<file path="src/rtl/mix_char_tx_feeder_if.sv">
// Word-in / char-out handshake bundle between the output-device
// controller, the MIX character feeder and the UART transmitter.
interface mix_char_tx_feeder_if;
  logic        word_valid;
  logic [29:0] word_in;
  logic        eol;
  logic        word_ready;
  logic        tx_load;
  logic [6:0]  tx_char;
  logic        tx_ready;
  logic        busy;

  modport slave (
    input  word_valid, word_in, eol, tx_ready,
    output word_ready, tx_load, tx_char, busy
  );

  modport master (
    output word_valid, word_in, eol, tx_ready,
    input  word_ready, tx_load, tx_char, busy
  );
endinterface

</file>
<file path="src/rtl/mix_char_tx_feeder.sv">
// Splits a MIX word into five characters, maps them to ASCII
// and feeds them to the UART, optionally followed by CR LF.
module mix_char_tx_feeder #(
  parameter bit         CRLF          = 1'b1,
  parameter logic [6:0] UNMAPPED_CHAR = 7'h3F
) (
  input logic                  clk,
  input logic                  rst_n,
  mix_char_tx_feeder_if.slave  bus
);

  typedef enum logic [1:0] {
    IDLE,
    SEND,
    CR,
    LF
  } state_e;

  state_e      state_q;
  logic [2:0]  idx_q;
  logic [29:0] word_q;
  logic        eol_q;

  logic [5:0]  code;
  logic [6:0]  code7;
  logic [3:0]  pidx;
  logic [6:0]  punct;
  logic [6:0]  asc;
  logic        load;

  always_comb begin
    case (idx_q)
      3'd0:    code = word_q[29:24];
      3'd1:    code = word_q[23:18];
      3'd2:    code = word_q[17:12];
      3'd3:    code = word_q[11:6];
      default: code = word_q[5:0];
    endcase
  end

  assign code7 = {1'b0, code};
  // low nibble of (code - 40), since 40 mod 16 == 8
  assign pidx  = code[3:0] - 4'd8;

  always_comb begin
    case (pidx)
      4'd0:    punct = 7'h2E;
      4'd1:    punct = 7'h2C;
      4'd2:    punct = 7'h28;
      4'd3:    punct = 7'h29;
      4'd4:    punct = 7'h2B;
      4'd5:    punct = 7'h2D;
      4'd6:    punct = 7'h2A;
      4'd7:    punct = 7'h2F;
      4'd8:    punct = 7'h3D;
      4'd9:    punct = 7'h24;
      4'd10:   punct = 7'h3C;
      4'd11:   punct = 7'h3E;
      4'd12:   punct = 7'h40;
      4'd13:   punct = 7'h3B;
      4'd14:   punct = 7'h3A;
      default: punct = 7'h27;
    endcase
  end

  always_comb begin
    asc = UNMAPPED_CHAR;
    unique case (1'b1)
      code == 6'd0:
        asc = 7'h20;
      code inside {[6'd1:6'd9]}:
        asc = code7 + 7'h40;
      code == 6'd10:
        asc = 7'h7E;
      code inside {[6'd11:6'd19]}:
        asc = code7 + 7'h3F;
      code == 6'd20:
        asc = 7'h5B;
      code == 6'd21:
        asc = 7'h5D;
      code inside {[6'd22:6'd29]}:
        asc = code7 + 7'h3D;
      code inside {[6'd30:6'd39]}:
        asc = code7 + 7'h12;
      code inside {[6'd40:6'd55]}:
        asc = punct;
      default:
        asc = UNMAPPED_CHAR;
    endcase
  end

  assign load = (state_q != IDLE) && bus.tx_ready;

  assign bus.tx_load    = load;
  assign bus.word_ready = (state_q == IDLE);
  assign bus.busy       = (state_q != IDLE);
  assign bus.tx_char    = (state_q == CR) ? 7'h0D :
                          (state_q == LF) ? 7'h0A : asc;

  always_ff @(posedge clk or negedge rst_n) begin
    if (!rst_n) begin
      state_q <= IDLE;
      idx_q   <= 3'd0;
      word_q  <= '0;
      eol_q   <= 1'b0;
    end else begin
      unique case (state_q)
        IDLE: begin
          if (bus.word_valid) begin
            word_q  <= bus.word_in;
            eol_q   <= bus.eol;
            idx_q   <= 3'd0;
            state_q <= SEND;
          end
        end
        SEND: begin
          if (load) begin
            if (idx_q == 3'd4) begin
              idx_q   <= 3'd0;
              state_q <= (eol_q && CRLF) ? CR : IDLE;
            end else begin
              idx_q <= idx_q + 3'd1;
            end
          end
        end
        CR: begin
          if (load) state_q <= LF;
        end
        LF: begin
          if (load) state_q <= IDLE;
        end
        default: state_q <= IDLE;
      endcase
    end
  end

endmodule

</file>
<file path="src/flat_wrapper.sv">
// flat-port wrapper written by rule: the top's interface ports become plain ports
module mix_char_tx_feeder_flat 
#(
  parameter bit         CRLF          = 1'b1,
  parameter logic [6:0] UNMAPPED_CHAR = 7'h3F
)
  (clk, rst_n, bus_word_valid, bus_word_in, bus_eol, bus_tx_ready, bus_word_ready, bus_tx_load, bus_tx_char, bus_busy);
  mix_char_tx_feeder_if bus_i ();
  input logic clk;
  input logic rst_n;
  input wire logic [$bits(bus_i.word_valid)-1:0] bus_word_valid;
  input wire logic [$bits(bus_i.word_in)-1:0] bus_word_in;
  input wire logic [$bits(bus_i.eol)-1:0] bus_eol;
  input wire logic [$bits(bus_i.tx_ready)-1:0] bus_tx_ready;
  output wire logic [$bits(bus_i.word_ready)-1:0] bus_word_ready;
  output wire logic [$bits(bus_i.tx_load)-1:0] bus_tx_load;
  output wire logic [$bits(bus_i.tx_char)-1:0] bus_tx_char;
  output wire logic [$bits(bus_i.busy)-1:0] bus_busy;
  assign bus_i.word_valid = bus_word_valid;
  assign bus_i.word_in = bus_word_in;
  assign bus_i.eol = bus_eol;
  assign bus_i.tx_ready = bus_tx_ready;
  assign bus_word_ready = bus_i.word_ready;
  assign bus_tx_load = bus_i.tx_load;
  assign bus_tx_char = bus_i.tx_char;
  assign bus_busy = bus_i.busy;
  mix_char_tx_feeder #(.CRLF(CRLF), .UNMAPPED_CHAR(UNMAPPED_CHAR)) u_core (.clk(clk), .rst_n(rst_n), .bus(bus_i));
endmodule
</file>
<file path="config.mk">
export PLATFORM = sky130hd
export DESIGN_NAME = mix_char_tx_feeder_flat
export DESIGN_NICKNAME = d
export VERILOG_FILES = /design/src/rtl/mix_char_tx_feeder_if.sv /design/src/rtl/mix_char_tx_feeder.sv /design/src/flat_wrapper.sv
export SDC_FILE = /design/constraint.sdc
export NUM_CORES = 1
export LEC_CHECK = 0
export ABC_AREA = 1
export CAP_MARGIN = 0
export CORE_MARGIN = 2
export CORE_UTILIZATION = 45
export DETAILED_ROUTE_END_ITERATION = 8
export PLACE_DENSITY = 0.69
export SLEW_MARGIN = 20
export SYNTH_ARGS = -nofsm -noshare
export SYNTH_HDL_FRONTEND = slang
export SYNTH_SLANG_ARGS = --single-unit
export TNS_END_PERCENT = 5
</file>
<file path="constraint.sdc">
create_clock -name clk -period 8.8 [get_ports clk]
set_clock_uncertainty 0.1 [all_clocks]
set_input_delay 2.2 -clock clk [delete_from_list [all_inputs] [get_ports clk]]
set_output_delay 2.2 -clock clk [all_outputs]
set_load 0.01 [all_outputs]
</file>
**Word-level counts from Yosys, hierarchy flattened**

Memories as Yosys holds them, arrays and structs flattened.
Index checks and enable logic that the tools add are counted.

- Bits in registers: 36
- ROM bits: 112
- Bits of input ports: 35
- Word-level logic and storage cells: 65
- Memories kept: 1

- Add/sub/neg operators: 6
- Order comparisons: 10
- Eq/ne operators: 15
- Mux-type cells: 15
- Reductions and logical operators: 14

Memories:

| name | depth | bits a word | rd ports | clocked after Yosys merged registers in | write ports | RTL line | RTL |
|---|---|---|---|---|---|---|---|
| (name not given) | 16 | 7 | 1 | 0 | 0 | mix_char_tx_feeder.sv:46 | `case (pidx)` |

Operators with widths:

| operator | count |
|---|---|
| 7-bit case mux with 9 select lines | 1 |
| 6-bit case mux with 4 select lines | 1 |
| 6-bit by 6-bit adder with 7-bit output (second input constant) | 2 |
| 7-bit two-way mux | 2 |
| 6-bit by 5-bit == test with 1-bit output (second input constant) | 2 |
| 6-bit by 5-bit greater-or-equal comparator with 1-bit output (second input constant) | 2 |
| 6-bit by 5-bit less-or-equal comparator with 1-bit output (second input constant) | 2 |
| 6-bit less-or-equal comparator (second input constant) | 2 |
| 2-bit two-way mux | 6 |
| 3-bit two-way mux | 3 |
| 2-bit inequality test (second input constant) | 4 |
| 2-bit case mux with 4 select lines | 1 |
| 6-bit by 5-bit adder with 7-bit output (second input constant) | 1 |
| 6-bit by 7-bit adder with 7-bit output (second input constant) | 1 |
| 3-bit by 2-bit == test with 1-bit output (second input constant) | 2 |
| 6-bit by 4-bit == test with 1-bit output (second input constant) | 1 |
| 6-bit by 1-bit greater-or-equal comparator with 1-bit output (second input constant) | 1 |
| 6-bit by 4-bit greater-or-equal comparator with 1-bit output (second input constant) | 1 |
| 6-bit greater-or-equal comparator (second input constant) | 1 |
| 6-bit by 4-bit less-or-equal comparator with 1-bit output (second input constant) | 1 |
| 1-bit logical AND | 6 |
| 6-bit zero test | 1 |
| 3-bit case mux with 2 select lines | 1 |
| 5-bit AND reduction | 1 |
| 12 further kinds | 14 |

**Depth between registers and ports, before layout**

- Depth in word-level cells: 7
- Mapped depth: 23

**Worst setup path before layout**

No wires, ideal clock.

- Path kind: register -> output
- Start: register u_core.idx_q[0]
- End: output bus_tx_char[2]
- Arrival: 2.964 ns
- Required time: 6.500 ns
- Path slack: 3.536 ns
- Cell stages (with the launch flop): 20
- Buffers on the path: 0
- Cell sequence: dfrtp_1 ha_1 ha_1 nor2_4 nand3_1 nand2_1 inv_2 ha_1 inv_1 nand3_1 nand2_1 nand2_1 nand2_4 inv_1 fa_1 xnor2_1 nand2_1 nand3_1 nor2_1 nor2_1

- Word-level cells in the longest chain between the ends: 7

Ends and longest elaborated chain:

| what | RTL line | RTL |
|---|---|---|
| start: declaration | mix_char_tx_feeder.sv:20 | `logic [2:0] idx_q;` |
| start signal: assignment | mix_char_tx_feeder.sv:122 | `idx_q <= idx_q + 3'd1;` |
| 3-bit by 2-bit == test with 1-bit output (tied with other cells) | mix_char_tx_feeder.sv:32 | `case (idx_q)` |
| 6-bit case mux with 4 select lines * | mix_char_tx_feeder.sv:32 |  |
| 4-bit subtractor (tied with other cells) | mix_char_tx_feeder.sv:43 | `assign pidx = code[3:0] - 4'd8;` |
| memory 16 x 7 bit (tied with other cells) | -- |  |
| 7-bit case mux with 9 select lines * | mix_char_tx_feeder.sv:68 | `unique case (1'b1)` |
| 7-bit two-way mux * | mix_char_tx_feeder.sv:98 | `(state_q == LF) ? 7'h0A : asc;` |
| 7-bit two-way mux * | mix_char_tx_feeder.sv:97 | `assign bus.tx_char = (state_q == CR) ? 7'h0D :` |
| end: declaration | flat_wrapper.sv:17 | `output wire logic [$bits(bus_i.tx_char)-1:0] bus_tx_char;` |

Mark *: on every way between the ends. The rest lies on a longest branch, timed or not.

**Worst setup path in the final report**

- Start: register u_core.idx_q[2]
- End: output bus_tx_char[2]

Same word-level chain as after synthesis.

==> run metrics <==
maximum fanout along the worst path=20; Routed Antenna Nets=0; placed cell area=roughly 3200 um2; drt wl/cell=about 13 um; worst hold-check path type=reg -> reg; Vias/cell=5.08; min Tclk post-route=6330 ps; Synth area leaders=dfrtp_1 (33%), nand2_1 (22%), nand3_1 (8.3%); final slew viol count=0; Synth top cells by count=nand2_1 (160), nand3_1 (45), dfrtp_1 (36), nor2_1 (35), inv_1 (26); Setup TNS Final=0 ps; clock slew at reported path FFs=about 70 ps; fin crit share=0.719; final core utilization=0.561; met2 WL post-DR=3060 um; most common cell in the synthesized netlist=nand2_1; hold_ws=roughly 380 ps; CP Launch Type=flop; TritonCTS Buffers=5; register area share after synthesis=0.333; Die Wd=a little over 80 um; Yosys cell types=35; crit end category=primary output; total grt overflow=0; PostCTS Resize Cnt=0; First-pass DRT Iterations=5; M1 WL=between 3000 and 4000 um; DRC viols=0; final setup vio count=0; port bufs=44; Post-synth EDFFs=0; Synth top area share=0.333; synth warn=0; post-route cell area=about 3300 um2; first-pass GRT wire length=approximately 11000 um; CP Class=reg -> out; CTS tree=built; final wirelength=between 6000 and 7000 um; Initial Util=0.462; Slew @ Worst Pin=roughly 850 ps; Synth Register Bits=36; Hold Buf Count CTS=0; largest net degree at the start of global routing=37; post-synth top area cell=dfrtp_1; worst reg2reg setup slack=around 6800 ps; GPL Wtd Cong=about 0.9; Post-Syn Area per Cell=about 6.8 um2; synthesis-to-finish area growth=21.3%; synthesized instance count=398; htree depth=2; WL met3=~340 um; Post-CTS Setup Repair Bufs=0; Max-Cap Viols=0; max_slew headroom=0.434; die area=approximately 6600 um2; WP data required=approximately 6500 ps; Clk Latency, worst-skew pair=~290 ps; unrepaired setup endpoints after global routing=no; Highest Signal Layer=met4; initial antenna violation count=0; total track usage=0.222; Async S/R FF share, synth=1.00; vias in the first global route=roughly 2500; share of layout cells above drive strength 1=0.109; CTS sink count=36; via count=around 2600; # diodes=0; highest clock rate=between 150 and 200 MHz; Top Ports=45; Chip Height=around 80 um; synthesized net count=~450; DRT iter0 DRCs=170; fin nets=roughly 500; Mapped Area=between 2000 and 3000 um2; Primary FF master, synth=dfrtp_1; status=finished, final reports clean; Core ar.=~5900 um2; Rows=28; WP data arrival=about 4000 ps; Root Driver=clkbuf_8; final hold vios=0; Clock Tree Buf Depth=2; DP HPWL=around 5000 um
## final timing paths
kind                                        start                end  depth (start not counted)
worst min-delay path            u_core.word_q[17]  u_core.word_q[17]                          2
min in group asynchronous                   rst_n  u_core.word_q[16]                          2
worst min register to register  u_core.word_q[17]  u_core.word_q[17]                          2
worst max-delay path              u_core.idx_q[2]     bus_tx_char[2]                         21
max in group asynchronous                   rst_n  u_core.word_q[29]                          2
worst max register to register               flop   u_core.word_q[0]                          6
## state kept, by name, summed over array words and instances (netlist names), named ones only
signal / count
u_core.word_q: 30
u_core.idx_q: 3
u_core.eol_q: 1
u_core.state_q: 1
## layout make-up
type                    instances  area, um2
fillers                       580       2570
multi-input cells             314       1590
flip-flops and latches         36        901
repair buffers                 46        455
inverters                      37        141
clock buffers                   7       96.3
well taps                      75       93.8
## worst max-delay path, stage by stage (launching register included)
cell and delay (ps):
dfrtp_1 410, inv_2 260, ha_1 370, nand2_1 90
nand2_1 70, nor2_1 40, nand2_1 240, inv_2 170
ha_1 240, inv_1 100, nand3_1 80, nand2_1 60
nand2_1 90, nand2_4 90, inv_1 60, fa_1 410
xnor2_1 170, nand2_1 70, nand3_1 60, nor2_1 50
nor2_1 70, clkdlybuf4s50_1 530
## layout by cell type, fill, tap and decap left out
master and n:
dfrtp_1 36, a21oi_1 6, buf_4 2, or2_0 1, o21bai_2 1, clkbuf_8 7
o21ai_0 12, nand4_1 5, xnor2_1 1, ha_1 13, xor2_1 1, nand3b_1 1
nor2_2 6, clkdlybuf4s50_1 44, fa_1 1, clkinv_1 1, o31ai_1 1, nor3_1 1
nand3_2 3, nor2_8 1, nand2_1 160, nand2_4 7, o21a_1 1, nand3b_2 1
nor2_1 35, a31oi_1 1, a21oi_2 1, o21ai_4 1, inv_1 26, nand2_2 6
inv_4 1, inv_2 9, nor2_4 2, nand3_1 45
## kinds of logic after synthesis
group / Yosys count / synth area share
fa+ha+maj: 14 / 0.0676
flops: 36 / 0.333
simple gates: 274 / 0.460
xor+xnor: 2 / 0.00648
compound gates: 24 / 0.0546
buf+inv: 48 / 0.0777
## stage by stage
stage | cells | setup slack [ps]
floorplan | 398 | 3540
global placement | 508 | 2830
detailed placement | 508 | 2770
CTS | 515 | 2450
global route | 515 | 2070
finish | 515 | 2470
## metal layers
metal | up-vias | global-route usage
li1 | 1336 | -
met1 | 1184 | 0.287
met2 | 81 | 0.367
met3 | 15 | 0.0407
met4 | 0 | 0.0881
met5 | - | 0
Power is left out: the tool's default activity adds up to more than one toggle a clock period on the data nets, which glitch-free logic cannot reach.
